--- config.mk ---
export PLATFORM = sky130hd
export DESIGN_NAME = bo_datapath
export DESIGN_NICKNAME = d
export VERILOG_FILES = /design/src/rtl/bo_datapath.sv
export SDC_FILE = /design/constraint.sdc
export NUM_CORES = 1
export LEC_CHECK = 0
export BUFFER_PORTS_ARGS = -buffer_cell sky130_fd_sc_hd__buf_2
export CORE_AREA = 2 2 175 177
export CTS_CLUSTER_DIAMETER = 50
export DETAILED_ROUTE_END_ITERATION = 8
export DIE_AREA = 0 0 177 179
export PLACE_DENSITY = 0.7
export SYNTH_ARGS = -nofsm -noshare
export SYNTH_HDL_FRONTEND = slang
export SYNTH_SLANG_ARGS = --single-unit
--- constraint.sdc ---
create_clock -name clk -period 7.8 [get_ports clk]
set_input_delay 1.17 -clock clk [delete_from_list [all_inputs] [get_ports clk]]
set_output_delay 1.17 -clock clk [all_outputs]
set_load 0.01 [all_outputs]
--- src/rtl/bo_datapath.sv ---
// Operative block: X/H/S registers with an add/multiply ALU fed by two operand muxes.
// Latency: loads land one clock after the enabling edge; done follows LS by one clock.
// Backpressure: none; every enable is acted on at the edge where it is sampled.
module bo_datapath #(
    parameter int WIDTH = 16,
    parameter int C0    = 3,
    parameter int C1    = 5,
    parameter int C2    = 2,
    parameter int C3    = 1
) (
    input  logic             clk,
    input  logic             reset,
    input  logic [WIDTH-1:0] x_in,
    input  logic             LX,
    input  logic             LH,
    input  logic             LS,
    input  logic             Hula,
    input  logic [1:0]       M0,
    input  logic [1:0]       M1,
    input  logic [1:0]       M2,
    output logic [WIDTH-1:0] s_out,
    output logic [WIDTH-1:0] h_out,
    output logic             done,
    output logic             ovf
);

    logic [WIDTH-1:0]   x_q;
    logic [WIDTH-1:0]   h_q;
    logic [WIDTH-1:0]   s_q;
    logic               done_q;
    logic               ovf_q;

    logic [WIDTH-1:0]   const_op;
    logic [WIDTH-1:0]   op_a;
    logic [WIDTH-1:0]   op_b;
    logic [WIDTH:0]     sum;
    logic [2*WIDTH-1:0] prod;
    logic [WIDTH-1:0]   result;
    logic               ovf_term;
    logic               ovf_set;

    // Constant and operand selection from the current (pre-edge) register values
    always_comb begin
        const_op = WIDTH'(C0);
        case (M0)
            2'd0:    const_op = WIDTH'(C0);
            2'd1:    const_op = WIDTH'(C1);
            2'd2:    const_op = WIDTH'(C2);
            default: const_op = WIDTH'(C3);
        endcase

        op_a = '0;
        case (M1)
            2'd0:    op_a = s_q;
            2'd1:    op_a = x_q;
            2'd2:    op_a = h_q;
            default: op_a = '0;
        endcase

        op_b = const_op;
        case (M2)
            2'd0:    op_b = const_op;
            2'd1:    op_b = h_q;
            2'd2:    op_b = s_q;
            default: op_b = x_q;
        endcase
    end

    // Unsigned ALU: full-width sum/product so the dropped high bits can flag overflow
    always_comb begin
        sum      = {1'b0, op_a} + {1'b0, op_b};
        prod     = {{WIDTH{1'b0}}, op_a} * {{WIDTH{1'b0}}, op_b};
        result   = Hula ? prod[WIDTH-1:0] : sum[WIDTH-1:0];
        ovf_term = Hula ? (|prod[2*WIDTH-1:WIDTH]) : sum[WIDTH];
        // Overflow only matters when the result is actually stored somewhere
        ovf_set  = (LH | LS) & ovf_term;
    end

    // Register file, done pulse and sticky overflow; reset beats every enable
    always_ff @(posedge clk) begin
        if (reset) begin
            x_q    <= '0;
            h_q    <= '0;
            s_q    <= '0;
            done_q <= 1'b0;
            ovf_q  <= 1'b0;
        end else begin
            if (LX) x_q <= x_in;
            if (LH) h_q <= result;
            if (LS) s_q <= result;
            done_q <= LS;
            // A fresh overflow outranks the clear that a new sample load implies
            if (ovf_set)
                ovf_q <= 1'b1;
            else if (LX)
                ovf_q <= 1'b0;
        end
    end

    assign s_out = s_q;
    assign h_out = h_q;
    assign done  = done_q;
    assign ovf   = ovf_q;

endmodule
==> metrics.md <==
| Metric | Value |
|---|---|
| Pin count of the biggest net entering global routing | 53 |
| Post-cts sizing count | 0 |
| Commonest non-fill, non-tap cell in the layout | inv_1 |
| Top FF cell, synth | dfxtp_1 |
| Post-synth ARST share | 0% |
| Mux cell area share after synthesis | 5.72% |
| Rows | 64 |
| Slew headroom | 33.8% |
| CTS clock-pin slew for the worst setup and hold paths | 0.08 ns |
| Core Util, Final | 44.9% |
| Clock sink total | 50 |
| DRT Pass-1 Iters | 5 |
| Seq cells post-synth | 50 |
| Clk_skew | 0.0163 ns |
| Num CTS Buffers | 5 |
| Final Cell Area | 13500 um2 |
| CTS tree | yes |
| Met1 global-route usage | 30.6% |
| Critical path class | primary input to flip-flop |
| Syn. warnings | 0 |
| Clock Latency Late Sink | 0.31 ns |
| Nets | 1877 |
| Layout area overhead | 14.1% |
| Routed Wire Length | 35.8 mm |
| Sequential fraction of the synthesis area | 8.48% |
| IO Port Bufs | 61 |
| Die Height | 179 um |
| All-Layer GR Usage | 24.0% |
| GR Layer Usage met3 | 4.47% |
| XOR/XNOR Fraction of Synth Area | 1.85% |
| Synthesized area per cell | 8.41 um2 |
| Most frequent cells in the layout | inv_1 (236), nor2_1 (198), fa_1 (195), nand2_1 (168), ha_1 (120) |
| Mapped cell area | 11800 um2 |
| Vias in the first global route | 11100 |
| Worst-path maximum fanout | 7 |
| Number of synthesized flops with an enable pin | 0 |
| Initial DRC count | 692 |
| Clock Tree Root | clkbuf_16 |
| DRT antenna net count | 0 |
| Placed Area | 13300 um2 |
| Share of cells above drive strength 1 | 14.4% |
| Worst path bufs/invs | 6 |
| Pwr/cell area | 93.9 nW/um2 |
| Post-DP HPWL | 30.1 mm |
| Initial core utilization | 39.3% |
| Tightest Pin Transition | 0.992 ns |
| Max Transition Viols Final | 0 |
| Final min period | 7.53 ns |
| Final setup vio count | 0 |
| Final Cycle Share | 96.5% |
| Die Wd | 177 um |
| Final Hold Vio Count | 0 |
| Mean routed wirelength per cell | 18.6 um |
| Slowest stage delay, CP | 0.55 ns |
| Worst Path Arrival | 7.72 ns |
| Crit path max-delay family | adder cells |
| Via density | 5.47 |
| Clock Path Buffers | 2 |
| Initial antenna violation count | 0 |
| Compound-Gate Fraction of Synth Area | 12.9% |
| Max-cap viol count | 0 |
| Top Usage Layer GRT | met2 |
| Core ar. | 30000 um2 |
| Overflow after GRT | 0 |
| CP max stage cell | fa_1 |
| Worst vdd ir | 85.0 uV |
| Setup bufs post-CTS | 0 |
| Syn Nets | 1747 |
| Critical Path RT | 7.99 ns |
| RSZ-0062 raised after global routing | no |
| Detailed-route via count | 10600 |
| Cell mode on critical path | fa_1 |
| Count of unique library cells instantiated by Yosys | 72 |
| Status | finished, final reports clean |
| Die area | 31700 um2 |
| Static Leakage | 0.00627 uW |
| Area share of the largest cell type after synthesis | 33.1% |
| Adder-Cell Fraction of Synth Area | 45.8% |
| First-pass GRT wire length | 58.6 mm |
| CP endpoint kind | flip-flop |
| Simple-gate portion of the synthesized area | 15.3% |
| Synth Instances | 1404 |
| CTS H-tree lvls | 2 |
| Post-CTS Hold Fix Bufs | 0 |
| Remaining DRCs | 0 |
| Crit start category | primary input |
| Fmax achieved | 133 MHz |
| Hold crit path type | flip-flop to flip-flop |
| Largest family of logic cells by synthesized area | adder cells |
| Final GP Congestion | 1.00 |
| I/O pin total | 62 |
| M2 GR Usage | 39.4% |
| Area contributors post-synth | fa_1 (33%), ha_1 (13%), dfxtp_1 (8.5%) |
| Yosys top cell by area | fa_1 |
==> through the flow <==
stage	hold slack, ns	setup slack (ns)	power (uW)	instances	setup TNS, ns
3_5_place_dp	0.507	-0.0409	1020	1923	-0.0409
3_3_place_gp	0.499	0.113	1010	1923	0
6_report	0.517	0.275	1260	1932	0
2_1_floorplan	0.477	0.00953	749	1404	0
4_1_cts	0.521	0.288	1260	1931	0
5_1_grt	0.538	0.0380	1360	1931	0
==> Yosys cell counts (5+ instances only) <==
library cell  count
mux2_2           17
o31a_1            5
mux2i_1          45
a21o_1           10
a211oi_1         27
dfxtp_1          50
xor2_1            9
o21ai_0          27
inv_1           236
nand4_1           7
o211ai_1         11
ha_1            120
o2111ai_1         5
o31ai_1           6
clkbuf_1         33
nor2_1          198
clkinv_1         21
fa_1            195
and3_1            6
a21oi_1          30
a31oi_1          14
nand2_1         168
a311oi_1          6
a22oi_1          13
nand3_1          10
xnor2_1          16
buf_2             5
o21a_1           25
nor3_1           12
nor2b_1           7
==> state kept, by name, indices dropped and copies added, names as in the netlist <==
name,count
s_out,16
ovf,1
done,1
h_out,16
x_q,16
==> where the power goes <==
| part | switching [uW] | total [uW] | internal (uW) |
|---|---|---|---|
| logic | 443 | 729 | 286 |
| clock network | 106 | 235 | 129 |
| registers | 23.9 | 300 | 276 |
| total | 573 | 1260 | 691 |
==> cells by family (layout without fill, tap and decap cells) <==
logic type / after synthesis / in the layout
compound gates: 211 / 211
xor+xnor: 25 / 25
other cells: 0 / 1
buf+inv: 305 / 436
mux: 64 / 64
fa+ha+maj: 315 / 315
simple gates: 434 / 434
flops: 50 / 50
==> area by class of cell <==
class                      count  area [um2]
fill                        2953       16600
multi-input combinational   1049        9660
timing repair buffer         171        1180
sequential                    50        1000
inverter                     257         968
tap                          396         495
clock buffer                   6         139
clock inverter                 2        17.5
antenna                        1        2.50
==> tightest hold or removal path: stages (launching register included) <==
cell and delay (ns):
dfxtp_1 0.34, nor2_1 0.09, a211oi_1 0.05
==> per-layer routing <==
| layer | share of wire [%] | up-vias |
|---|---|---|
| met5 | 0 | - |
| met4 | 4.8 | 0 |
| met3 | 7.9 | 99 |
| met2 | 47 | 411 |
| met1 | 41 | 5254 |
| li1 | - | 4809 |
==> path summary, 6_finish.rpt <==
check	cells past startpoint	start	slack, ns	to
setup reg to reg	20	s_out[10]	1.22	ovf
hold reg to reg	2	s_out[14]	0.52	s_out[14]
hold / removal	2	s_out[14]	0.52	s_out[14]
setup / recovery	25	M2[0]	0.27	ovf
Power figures use the tool's default switching activity.
